==> src/rtl/prgmem_pkg.sv <==
// Shared constants for the program-ROM mode controller: FSM encoding and default widths.
package prgmem_pkg;
  localparam int ADDR_W_DEF = 14;
  localparam int DATA_W_DEF = 32;

  localparam logic [1:0] ST_RUN   = 2'd0;
  localparam logic [1:0] ST_PROG  = 2'd1;
  localparam logic [1:0] ST_DRAIN = 2'd2;
  localparam logic [1:0] ST_HOLD  = 2'd3;
endpackage

==> src/rtl/prgmem_hold_cnt.sv <==
// Loadable down-counter that times the post-programming CPU reset hold.
module prgmem_hold_cnt #(
  parameter int CNT_W = 4
) (
  input  logic             clock,
  input  logic             reset_n,
  input  logic             load,
  input  logic             en,
  input  logic [CNT_W-1:0] value,
  output logic             zero
);
  localparam logic [CNT_W-1:0] ONE = CNT_W'(1);

  logic [CNT_W-1:0] cnt_r;

  // Reset and load both start a fresh hold window; counting stops at zero.
  always_ff @(posedge clock) begin
    if (!reset_n) begin
      cnt_r <= value;
    end else if (load) begin
      cnt_r <= value;
    end else if (en && !zero) begin
      cnt_r <= cnt_r - ONE;
    end else begin
      cnt_r <= cnt_r;
    end
  end

  assign zero = (cnt_r == {CNT_W{1'b0}});
endmodule

==> src/rtl/prgmem_mode_ctrl.sv <==
// Owns the instruction-ROM port and sequences RUN / PROG / DRAIN / HOLD.
// Optional sequential-address write checker enabled by PRGMEM_WRCHK_EN.
module prgmem_mode_ctrl
  import prgmem_pkg::*;
#(
  parameter int ADDR_W   = ADDR_W_DEF,
  parameter int DATA_W   = DATA_W_DEF,
  parameter int HOLD_CYC = 16
) (
  input  logic              clock,
  input  logic              reset_n,
  input  logic              prog_req,
  input  logic              upg_wen_i,
  input  logic [ADDR_W-1:0] upg_adr_i,
  input  logic [DATA_W-1:0] upg_dat_i,
  input  logic              upg_done_i,
  input  logic [ADDR_W-1:0] cpu_addr,
  output logic              mem_wea,
  output logic [ADDR_W-1:0] mem_addra,
  output logic [DATA_W-1:0] mem_dina,
  output logic              upg_rst_o,
  output logic              cpu_rst_o,
  output logic              prog_busy,
  output logic [ADDR_W:0]   words_wr,
  output logic              err
);
  localparam int CNT_W = (HOLD_CYC > 1) ? $clog2(HOLD_CYC) : 1;
  localparam logic [CNT_W-1:0] HOLD_LOAD = CNT_W'(HOLD_CYC - 1);
  localparam logic [ADDR_W:0]  WR_ONE    = (ADDR_W + 1)'(1);

  logic [1:0]      state_r;
  logic [1:0]      state_nx_s;
  logic            prog_q_r;
  logic            hold_load_s;
  logic            hold_zero_s;
  logic            abort_s;
  logic            enter_prog_s;
  logic            wr_s;
  logic            chk_err_s;
  logic [ADDR_W:0] words_wr_r;
  logic            err_r;

  prgmem_hold_cnt #(.CNT_W(CNT_W)) u_hold_cnt (
    .clock   (clock),
    .reset_n (reset_n),
    .load    (hold_load_s),
    .en      (state_r == ST_HOLD),
    .value   (HOLD_LOAD),
    .zero    (hold_zero_s)
  );

  // Next-state logic; PROG entry needs a fresh prog_req edge, done beats abort.
  always_comb begin
    state_nx_s  = state_r;
    hold_load_s = 1'b0;
    abort_s     = 1'b0;
    case (state_r)
      ST_RUN: begin
        if (prog_req && !prog_q_r) state_nx_s = ST_PROG;
        else                       state_nx_s = ST_RUN;
      end
      ST_PROG: begin
        if (upg_done_i) begin
          state_nx_s = ST_DRAIN;
        end else if (!prog_req) begin
          state_nx_s  = ST_HOLD;
          hold_load_s = 1'b1;
          abort_s     = 1'b1;
        end else begin
          state_nx_s = ST_PROG;
        end
      end
      ST_DRAIN: begin
        state_nx_s  = ST_HOLD;
        hold_load_s = 1'b1;
      end
      ST_HOLD: begin
        if (hold_zero_s) state_nx_s = ST_RUN;
        else             state_nx_s = ST_HOLD;
      end
      default: begin
        state_nx_s  = ST_HOLD;
        hold_load_s = 1'b1;
      end
    endcase
  end

  assign enter_prog_s = (state_r == ST_RUN) && (state_nx_s == ST_PROG);
  assign wr_s         = (state_r == ST_PROG) && upg_wen_i;

`ifdef PRGMEM_WRCHK_EN
  localparam logic [ADDR_W-1:0] ADR_MAX = {ADDR_W{1'b1}};
  localparam logic [ADDR_W-1:0] ADR_ONE = ADDR_W'(1);

  logic [ADDR_W-1:0] last_adr_r;
  logic              seen_r;

  // A session must write 0,1,2,... with nothing after the top address.
  always_comb begin
    chk_err_s = 1'b0;
    if (wr_s) begin
      if (!seen_r)                    chk_err_s = (upg_adr_i != {ADDR_W{1'b0}});
      else if (last_adr_r == ADR_MAX) chk_err_s = 1'b1;
      else                            chk_err_s = (upg_adr_i != last_adr_r + ADR_ONE);
    end else begin
      chk_err_s = 1'b0;
    end
  end

  // Track the previous write address within the current session.
  always_ff @(posedge clock) begin
    if (!reset_n) begin
      last_adr_r <= {ADDR_W{1'b0}};
      seen_r     <= 1'b0;
    end else if (enter_prog_s) begin
      last_adr_r <= {ADDR_W{1'b0}};
      seen_r     <= 1'b0;
    end else if (wr_s) begin
      last_adr_r <= upg_adr_i;
      seen_r     <= 1'b1;
    end else begin
      last_adr_r <= last_adr_r;
      seen_r     <= seen_r;
    end
  end
`else
  assign chk_err_s = 1'b0;
`endif

  // State, request edge history, saturating write count and sticky error.
  always_ff @(posedge clock) begin
    if (!reset_n) begin
      state_r    <= ST_HOLD;
      prog_q_r   <= 1'b0;
      words_wr_r <= {(ADDR_W + 1){1'b0}};
      err_r      <= 1'b0;
    end else begin
      state_r  <= state_nx_s;
      prog_q_r <= prog_req;
      if (enter_prog_s)                   words_wr_r <= {(ADDR_W + 1){1'b0}};
      else if (wr_s && !words_wr_r[ADDR_W]) words_wr_r <= words_wr_r + WR_ONE;
      else                                words_wr_r <= words_wr_r;
      if (abort_s || chk_err_s) err_r <= 1'b1;
      else                      err_r <= err_r;
    end
  end

  // ROM port mux decodes registered state only, so the fetch path sees no extra stage.
  always_comb begin
    if (state_r == ST_PROG) begin
      mem_addra = upg_adr_i;
      mem_dina  = upg_dat_i;
      mem_wea   = upg_wen_i;
    end else begin
      mem_addra = cpu_addr;
      mem_dina  = {DATA_W{1'b0}};
      mem_wea   = 1'b0;
    end
  end

  assign cpu_rst_o = (state_r != ST_RUN);
  assign upg_rst_o = (state_r != ST_PROG);
  assign prog_busy = (state_r == ST_PROG) || (state_r == ST_DRAIN);
  assign words_wr  = words_wr_r;
  assign err       = err_r;
endmodule
==> config.mk <==
export PLATFORM = sky130hd
export DESIGN_NAME = prgmem_mode_ctrl
export DESIGN_NICKNAME = d
export VERILOG_FILES = /design/src/rtl/prgmem_pkg.sv /design/src/rtl/prgmem_hold_cnt.sv /design/src/rtl/prgmem_mode_ctrl.sv
export SDC_FILE = /design/constraint.sdc
export NUM_CORES = 1
export LEC_CHECK = 0
export CAP_MARGIN = 20
export CORE_MARGIN = 1
export CORE_UTILIZATION = 30
export DETAILED_ROUTE_END_ITERATION = 6
export PLACE_DENSITY = 0.74
export REMOVE_ABC_BUFFERS = 1
export SLEW_MARGIN = 30
export SYNTH_ARGS = -nofsm -noshare
export SYNTH_HDL_FRONTEND = slang
export SYNTH_SLANG_ARGS = --single-unit
==> constraint.sdc <==
create_clock -name clock -period 1.5 [get_ports clock]
set_input_delay 0.3 -clock clock [delete_from_list [all_inputs] [get_ports clock]]
set_output_delay 0.3 -clock clock [all_outputs]
set_load 0.01 [all_outputs]
# Word-level counts from Yosys, hierarchy flattened
# Index checks and enable logic that the tools add are counted.
# word_totals
ff_bits,23
latchBits,0
ramBits,0
mem_bits_ro,0
in_bits,65
output_inout_bits,66
word_cells,39
memories,0
# classes
addsub,2
mul,0
div_mod_pow,0
order_cmp,0
eq_ne,5
shifts,0
muxes,12
bitwise,1
n_reduce_logical,14
# op_table
operator,count
32-bit 2-to-1 mux,1
15-bit by 1-bit adder with 15-bit output (second input constant),1
14-bit 2-to-1 mux,1
2-bit case mux with 4 select lines,1
2-bit 2-to-1 mux,3
1-bit logical AND,5
1-bit 2-to-1 mux,5
2-bit by 1-bit equality test with 1-bit output (second input constant),2
2-bit equality test (second input constant),2
4-bit zero test,1
2-bit OR reduction,2
4-bit by 1-bit subtractor with 4-bit output (second input constant),1
1-bit zero test,3
2-bit zero test,1
2-bit by 1-bit inequality test with 1-bit output (second input constant),1
1-bit case mux with 2 select lines,1
2-bit nonzero test,1
1-bit logical OR,1
1-bit inverter,1

# Longest topological paths before layout
# logic_depth
word_depth,7
mapped_depth,7
mapped_depth_nobuf,5

# Hierarchy
# Synthesis repeated with hierarchy kept, for this count alone.
# unflattened
cells_unflattened,188
hier_area_um2,1635.3
# modules_own_cells
module,instances,cells_each,area_each_um2,seq_area_each_um2
prgmem_mode_ctrl,1,165,1398.8,380.4
prgmem_hold_cnt,1,23,236.5,120.1

# Worst setup path before layout
# OpenSTA, ideal clock, no wires.
# synth_path
path_type,reg-to-output
startpoint,register state_r[1]
endpoint,output mem_addra[10]
t_arrival_ns,1.312
required_time_ns,1.200
slack_ns,-0.112
path_stages_with_launch,6
n_path_buf,2
path_cell_list,dfxtp_1 -> inv_1 -> ha_1 -> buf_4 -> clkbuf_1 -> mux2_2
# synth_via
elab_chain_len,2
# synth_rtl
item,line,rtl
start: declaration,prgmem_mode_ctrl.sv:31,logic [1:0] state_r;
start signal: assignment,prgmem_mode_ctrl.sv:138,state_r <= state_nx_s;
2-bit by 1-bit equality test with 1-bit output,prgmem_mode_ctrl.sv:150,if (state_r == ST_PROG) begin
14-bit 2-to-1 mux,prgmem_mode_ctrl.sv:150,
end: declaration,prgmem_mode_ctrl.sv:19,"output logic [ADDR_W-1:0] mem_addra,"
# No other way between the ends.

# Worst setup path after layout
# layout_path
startpoint,register state_r[1]
endpoint,output mem_addra[2]
# Same word-level chain as after synthesis.

==> qor.yml <==
cts_tree: "yes"
outcome: "finished with violations"
die_width_um: 75.95
post-route-period-util_pct: 120.4
synth.yosys.warnings: 0
power.switching_fraction_pct: 33.99
postSynthCellCount: 189
worst-setup-path-type: "flip-flop to primary output"
power.share.combinational_pct: 72.9
floorplan.die_area_mm2: 0.005768
final_cell_mix: "sky130_fd_sc_hd__clkdlybuf4s50_1, sky130_fd_sc_hd__buf_6, sky130_fd_sc_hd__buf_4, sky130_fd_sc_hd__and2_4, sky130_fd_sc_hd__mux2_4"
gp_routability_congestion: 0.7762
wl_per_cell_um: 17.29
clock_latency_late_sink_ns: 0.27
powerDensity_mw_per_mm2: 1138
final-setup-viol-count: 66
drtAntennaViolNets: 0
place_worst_setup_slack_ns: -0.3761
syn_avg_cell_area_um2: 8.679
hp-class: "flip-flop to flip-flop"
power.leakage_nw: 1.842
clock_power_share_pct: 9.5
grt_setup_unrepaired: "yes"
port-buffer-count: 130
vdd_drop_max_mv: 0.5739
internal_power_mw: 2.840
timing.critical_path.required_ns: 1.20
worst_setup_path_startpoint: "state_r[1]"
design.core.area_mm2: 0.005172
nNetsFinal: 430
worstHoldStart: "err"
critical_path.cell_chain: "inv_2 -> ha_4 -> buf_12 -> mux2_4 -> buf_6"
synth_edf_count: 0
synth_largest_area_cell: "sky130_fd_sc_hd__dfxtp_1"
timing.clock.skew_ns: 0.007512
yosysSeqAreaShare_pct: 28.07
timing.max_cap.violations: 0
detail_route.first_pass.iterations: 6
clock_path_buffers: 2
post_route_wl_um: 7382
remaining_drc_errors: 0
netlist.area_leader.share_pct: 28.07
synth.area.top_cells: "sky130_fd_sc_hd__dfxtp_1, sky130_fd_sc_hd__and2_1, sky130_fd_sc_hd__mux2_2"
initialDrtViolationCount: 38
reg2reg_from: "state_r[1]"
critical-path-top-delay-family: "buffers and inverters"
worst-slew-pin-transition_ns: 0.3759
diodes: 0
mostFrequentLayoutCell: "sky130_fd_sc_hd__clkdlybuf4s50_1"
critical_path.n_buffers_inverters: 3
worst_slew_margin_rel_pct: 74.59
synth.distinct_cells: 39
crit_path_max_fanout: 7
timing.critical_path.from_type: "flip-flop"
synth_flop_cell: "sky130_fd_sc_hd__dfxtp_1"
grt_first_pass_wirelength_um: 10870
drive_gt1_share_pct: 48.18
synth-seq-cells: 23
critical_path.slowest_cell: "sky130_fd_sc_hd__dfxtp_2"
grt_antenna_before_repair: 0
route.detailed.vias_per_inst: 5.005
report.final.slew_viol_count: 0
dp_hpwl_um: 4931
layout_min_cycle_time_ns: 1.806
area_growth_pct: 130.5
io_pins: 131
worst_setup_path_end_kind: "primary output"
clock_tree.htree_level_count: 1
grt.overflow.total: 0
initial_core_util_pct: 31.71
pin_count_of_the_biggest_net_entering_global_routing: 14
fin_util_pct: 73.10
worst_ep_arrival_time_ns: 1.51
report.final.hold_viol_count: 0
worst-r2r-setup-slack_ns: -0.27
clock_sinks: 23
std_cell_rows: 26
die-height_um: 75.95
grt_pass1_vias: 2132
async_flop_share_pct: 0
failed_checks: "negative setup slack"
whs_path_depth: 2
detailroute.via_count: 2137
clk_root_buffer_cell: "sky130_fd_sc_hd__clkbuf_8"
postLayoutSetupSlackWorst_ns: -0.3057
achievable_frequency_mhz: 553.8
switchingPower_mw: 1.463
grt_usage_pct: 23.76
cts.clk_slew.worst_paths_ns: 0.08
critical_path.max_stage_delay_ns: 0.33
worstReg2RegEnd: "words_wr[8]"
cts_made_buffers: 3
worst_r2r_path_depth: 8
power.share.sequential_pct: 17.6
post_synth_instance_area_mm2: 0.001640
holdPathEnd: "err"
==> metal layers <==
layer,vias up,GRT usage (%),wire length (um)
li1,1001,-,-
met1,995,25.40,2730
met2,109,43.45,3757
met3,32,5.181,468
met4,0,12.50,426
met5,-,0,0
==> power groups by stage <==
stage	Clock [mW]	Combinational, mW	Sequential, mW
2_1_floorplan	0	0.918	0.762
3_3_place_gp	0	2.15	0.752
3_5_place_dp	0	2.19	0.752
4_1_cts	0.407	2.77	0.749
5_1_grt	0.437	3.31	0.766
6_report	0.408	3.14	0.758
==> sequential cells by signal, summed over array words and instances (netlist names) <==
| register | cells |
|---|---|
| u_hold_cnt.cnt_r | 4 |
| prog_q_r | 1 |
| err | 1 |
| words_wr | 15 |
| state_r | 2 |
==> Yosys cell counts (2+ instances only) <==
cell type,n
sky130_fd_sc_hd__nor2_1,6
sky130_fd_sc_hd__and3_1,3
sky130_fd_sc_hd__mux2i_1,8
sky130_fd_sc_hd__nand2_1,6
sky130_fd_sc_hd__dfxtp_1,23
sky130_fd_sc_hd__o21ai_1,4
sky130_fd_sc_hd__a21oi_1,7
sky130_fd_sc_hd__nand3_1,11
sky130_fd_sc_hd__ha_1,7
sky130_fd_sc_hd__clkbuf_1,8
sky130_fd_sc_hd__nand3b_1,6
sky130_fd_sc_hd__nor4_2,5
sky130_fd_sc_hd__nand2b_1,2
sky130_fd_sc_hd__nand4_1,3
sky130_fd_sc_hd__mux2_2,14
sky130_fd_sc_hd__or3_1,3
sky130_fd_sc_hd__buf_2,2
sky130_fd_sc_hd__a221oi_1,2
sky130_fd_sc_hd__or4_1,3
sky130_fd_sc_hd__o21ai_0,3
sky130_fd_sc_hd__inv_1,10
sky130_fd_sc_hd__o31ai_1,3
sky130_fd_sc_hd__and2_1,33
sky130_fd_sc_hd__xor2_1,2
==> layout make-up <==
class | instances | area [um2]
clock buffer | 3 | 41.29
clock inverter | 1 | 5.005
fill | 341 | 1391
inverter | 10 | 37.54
multi-input combinational | 144 | 1335
sequential | 23 | 476.7
tap | 70 | 87.58
timing repair buffer | 176 | 1798
==> worst register-to-register path: cells and delay by family (launching register included) <==
family / cells / cell delay, ns
and+or+nand+nor: 2 / 0.50
buffers and inverters: 4 / 0.49
adders and majority gates: 1 / 0.24
DFF: 1 / 0.33
muxes: 1 / 0.12
==> worst max path at each step <==
stage	end	slack, ns	depth (start not counted)
after detailed placement	mem_addra[11]	-0.38	5
after floorplan	words_wr[6]	-0.97	5
after global placement	mem_addra[6]	-0.34	5
after CTS	mem_dina[20]	-0.30	6
final	mem_addra[2]	-0.31	5
after global routing	mem_addra[2]	-0.35	5
==> kinds of logic (layout without fill, tap and decap cells) <==
group                      after synthesis  after routing  share of synthesized area, %
and+or+nand+nor                         91             91                         37.22
buffers and inverters                   22            190                         5.874
xor gates and xnor gates                 2              2                         1.068
adders and majority gates                7              7                         5.339
muxes                                   22             22                         14.49
AOI/OAI and AO/OA                       22             22                         7.933
DFF                                     23             23                         28.07
==> through the flow <==
| stage | area [um2] | TNS (ns) | total power, mW | hold slack (ns) | instances |
|---|---|---|---|---|---|
| finish | 3781 | -12.66 | 4.303 | 0.5074 | 427 |
| global route | 3781 | -15.85 | 4.514 | 0.5316 | 427 |
| CTS | 3566 | -12.88 | 3.926 | 0.5019 | 420 |
| detailed placement | 3201 | -17.02 | 2.942 | 0.4844 | 404 |
| global placement | 3201 | -15.99 | 2.898 | 0.4784 | 404 |
| floorplan | 1582 | -33.78 | 1.680 | 0.3800 | 177 |
==> repair_timing <==
action                                  CTS  global route
pin swaps                                15             5
hold buffers                              0             0
endpoints found under the setup margin   78            70
gates cloned                              5             1
gates resized for setup                 298            55
buffers inserted                          7             8
Note: power is estimated with default switching activity, not from simulation.
==> patch 1, RTL diff (config.mk and constraints unchanged) <==
Set the package constant `DATA_W_DEF` to 28 (it was 32).
--- a/src/rtl/prgmem_pkg.sv
+++ b/src/rtl/prgmem_pkg.sv
@@ -1,7 +1,7 @@
 // Shared constants for the program-ROM mode controller: FSM encoding and default widths.
 package prgmem_pkg;
   localparam int ADDR_W_DEF = 14;
-  localparam int DATA_W_DEF = 32;
+  localparam int DATA_W_DEF = 28;
 
   localparam logic [1:0] ST_RUN   = 2'd0;
   localparam logic [1:0] ST_PROG  = 2'd1;
Interface: changed (resized mem_dina and upg_dat_i); port bits go from 131 to 123. The function was not compared with the original's and may differ.
==> patch 1 against the original RTL <==
The flow still finishes with violations (negative setup slack). Cell count down 1.6%. First-iteration DRC count down 7.9%. Setup slack worse by 36 ps. Total power down 2.3%. Wire length down 9.4%. Utilization up 0.54 points. Clock skew about the same. Non-clock buffer count down 2. Cell area down 1.2%. Synthesized area down 3.8%. Sequential cell count unchanged. Combinational power down 3%.
==> patch 1: results <==
metrics = {
    "finish": {
        "drive_gt1_share_pct": 51.4,
        "fillers": 360,
        "fin_nets": 419,
    },
    "power_and_ir_drop": {
        "power_frac_seq_pct": 18.1,
        "p_leak_nw": 1.84,
        "comb_power_share_pct": 72.7,
        "switching_share_pct": 33.1,
        "ir_drop_v": 0.000913,
        "powerDensity_mw_per_mm2": 1120,
    },
    "global_route": {
        "met3_usage_pct": 5.15,
        "globalRouteTotalUtil_pct": 20.6,
        "grt_use_met1_pct": 22.3,
        "grt_pass1_vias": 1795,
        "grt_pass1_wl_um": 8720,
        "gr-usage-met2_pct": 38.0,
    },
    "placed_design": {
        "dp_slack_ps": -438,
        "io_buffers": 122,
        "dp_cells": 392,
        "place_congestion": 0.760,
        "hpwlAfterDp_um": 4300,
    },
    "drt": {
        "first_pass_iters": 4,
        "vias": 2043,
        "finalWirelength_um": 6690,
        "drt_iter0_drc": 35,
    },
    "yosys": {
        "synth_area_leaders": "dfxtp_1, and2_1, mux2_2",
        "synth.avg_cell_area_um2": 8.62,
    },
    "timing": {
        "setup_tns_ps": -11600,
        "slew_headroom_pct": 74.2,
        "finalSetupViolations": 58,
        "fin_ws_ps": -342,
    },
    "status": {
        "violations": "negative setup slack",
        "outcome": "finished with violations",
    },
    "critical_path": {
        "cp.arrival_ps": 1540,
    },
}
## patch 1: cell count changes in the layout (fill, tap and decap cells not counted), sizes merged
cell           delta
dlygate4sd2       -5
nand4             -1
clkdlybuf4s50     -3
and2              -4
buf               +2
dlymetal6s2s      +4
## patch 1: cell families (layout without fill, tap and decap cells)
logic type | after synthesis | in the layout | share of synthesized area, %
AND/OR/NAND/NOR | 86 | 86 | 35.7
flip-flops | 23 | 23 | 29.2
AO/OA/AOI/OAI | 22 | 22 | 8.25
multiplexers | 22 | 22 | 15.1
buffers and inverters | 21 | 188 | 5.15
adder cells (fa/ha/maj) | 7 | 7 | 5.55
XOR/XNOR | 2 | 2 | 1.11
## patch 1: layer usage
metal	part of all wire, %	up-vias	routed length, um
li1	-	982	-
met1	38	960	2510
met2	52	87	3490
met3	7.6	14	507
met4	2.7	0	183
met5	0	-	0
## patch 1: final timing paths
path              startpoint             to  slack, ps  depth (start not counted)
setup / recovery  state_r[1]  mem_addra[10]       -340                          6
hold / removal           err            err        480                          2
setup reg to reg  state_r[1]    words_wr[7]       -260                          7
hold reg to reg          err            err        480                          2
## patch 1: repair_timing
| action | in CTS | in global routing |
|---|---|---|
| buffers inserted | 10 | 13 |
| resized for setup | 268 | 76 |
| pin swaps | 11 | 14 |
| cloned | 4 | 0 |
| endpoints found under the setup margin | 72 | 72 |
## patch 1: worst max-delay path: stages (launching register included)
cell     delay (ps)
dfxtp_2         340
inv_2            50
ha_4            190
buf_12          130
buf_12          130
mux2_4          300
buf_6           120
## patch 1: layout make-up
cell class	instances	area (um2)	area share, %
clock buffers	3	41.3	1.10
multi-input cells	139	1310	35.1
repair buffers	174	1780	47.6
well taps	70	87.6	2.34
flip-flops and latches	23	474	12.7
inverters	10	37.5	1.00
clock inverters	1	5.00	0.134
==> patch 2, RTL diff (config.mk and constraints unchanged) <==
Made on the original files. Register the output `mem_dina`, cleared by the reset; this adds one clock of latency there. The other outputs are not delayed to match.
--- a/src/rtl/prgmem_mode_ctrl.sv
+++ b/src/rtl/prgmem_mode_ctrl.sv
@@ -27,6 +27,8 @@
   localparam int CNT_W = (HOLD_CYC > 1) ? $clog2(HOLD_CYC) : 1;
   localparam logic [CNT_W-1:0] HOLD_LOAD = CNT_W'(HOLD_CYC - 1);
   localparam logic [ADDR_W:0]  WR_ONE    = (ADDR_W + 1)'(1);
+
+  logic [DATA_W-1:0] mem_dina_d;
 
   logic [1:0]      state_r;
   logic [1:0]      state_nx_s;
@@ -149,11 +151,11 @@
   always_comb begin
     if (state_r == ST_PROG) begin
       mem_addra = upg_adr_i;
-      mem_dina  = upg_dat_i;
+      mem_dina_d = upg_dat_i;
       mem_wea   = upg_wen_i;
     end else begin
       mem_addra = cpu_addr;
-      mem_dina  = {DATA_W{1'b0}};
+      mem_dina_d = {DATA_W{1'b0}};
       mem_wea   = 1'b0;
     end
   end
@@ -163,4 +165,12 @@
   assign prog_busy = (state_r == ST_PROG) || (state_r == ST_DRAIN);
   assign words_wr  = words_wr_r;
   assign err       = err_r;
+  always_ff @(posedge clock) begin
+    if (!reset_n) begin
+      mem_dina <= '0;
+    end else begin
+      mem_dina <= mem_dina_d;
+    end
+  end
+
 endmodule
Check against the original RTL: no difference found for any inputs over 10 cycles, from zero or initial values and one cycle with reset_n low; that may be too few to reach the edited logic, so the function may still have changed.
==> patch 2 against the original RTL <==
The run still ends with negative setup slack left. Sequential cell count increased by 32. Synthesized area increased by 38%. Total power grew 22%. First-iteration DRC count is 18% lower. Cell area grew 20%. Critical endpoint is now mem_addra[12]. Setup slack better by 5.5 ps. Non-clock buffer count fell by 10. Largest cell class unchanged. Wire length is 6.8% higher. Largest power group unchanged.
==> patch 2: results <==
metrics = {
    "status": {
        "outcome": "finished with violations",
        "violations": "negative setup slack",
    },
    "timing": {
        "holdWs_ps": 495,
        "finalSetupViolations": 26,
        "fin_ws_ps": -300,
    },
    "placed_design": {
        "hpwlAfterDp_um": 5260,
        "dp_cells": 463,
    },
    "finish": {
        "largest_reg_flops": 32,
    },
    "global_route": {
        "grt_pass1_wl_um": 11700,
        "gr-usage-met2_pct": 34.9,
        "globalRouteTotalUtil_pct": 19.7,
        "grt_max_degree": 28,
    },
    "drt": {
        "first_pass_iters": 4,
        "drt_iter0_drc": 31,
        "vias_per_cell": 4.81,
    },
    "yosys": {
        "netlist-cell-type-count": 34,
        "ys_seq_area_share_pct": 48.7,
        "synth_common_cells": "dfxtp_1, and3_1, mux2_2",
    },
    "critical_path": {
        "rr_worst_depth": 7,
        "r2r_end": "words_wr[14]",
        "cp-endpoint": "mem_addra[12]",
        "r2r_setup_slack_ps": -190,
    },
    "clocking": {
        "cts_buffers": 5,
        "cts.repair.resized": 161,
    },
    "worst_hold_path": {
        "min_from": "words_wr[12]",
    },
    "power_and_ir_drop": {
        "p_leak_nw": 2.47,
    },
}
[patch 2: cell count changes in the layout (fill, tap and decap cells not counted), moves of 13 or more]
cell,delta
and2_4,-20
dlymetal6s2s_1,+20
and3_1,+32
buf_6,-27
dfxtp_1,+28
buf_2,-13
[patch 2: kinds of logic (layout without fill, tap and decap cells)]
family	count (synthesis)	in the layout	synth area share (%)
AND/OR/NAND/NOR	89	91	25.0
flip-flops	55	55	48.7
buffers and inverters	27	186	5.09
AO/OA/AOI/OAI	24	24	6.42
multiplexers	22	22	10.5
adder cells (fa/ha/maj)	7	7	3.88
XOR/XNOR	1	1	0.388
[patch 2: layout make-up]
class                   count  area [um2]  area share [%]
repair buffers            166        1740            38.4
multi-input cells         145        1380            30.4
flip-flops and latches     55        1130            24.9
well taps                  99         124            2.74
clock buffers               6        72.6            1.60
inverters                  12        45.0           0.996
clock inverters             2        38.8           0.858
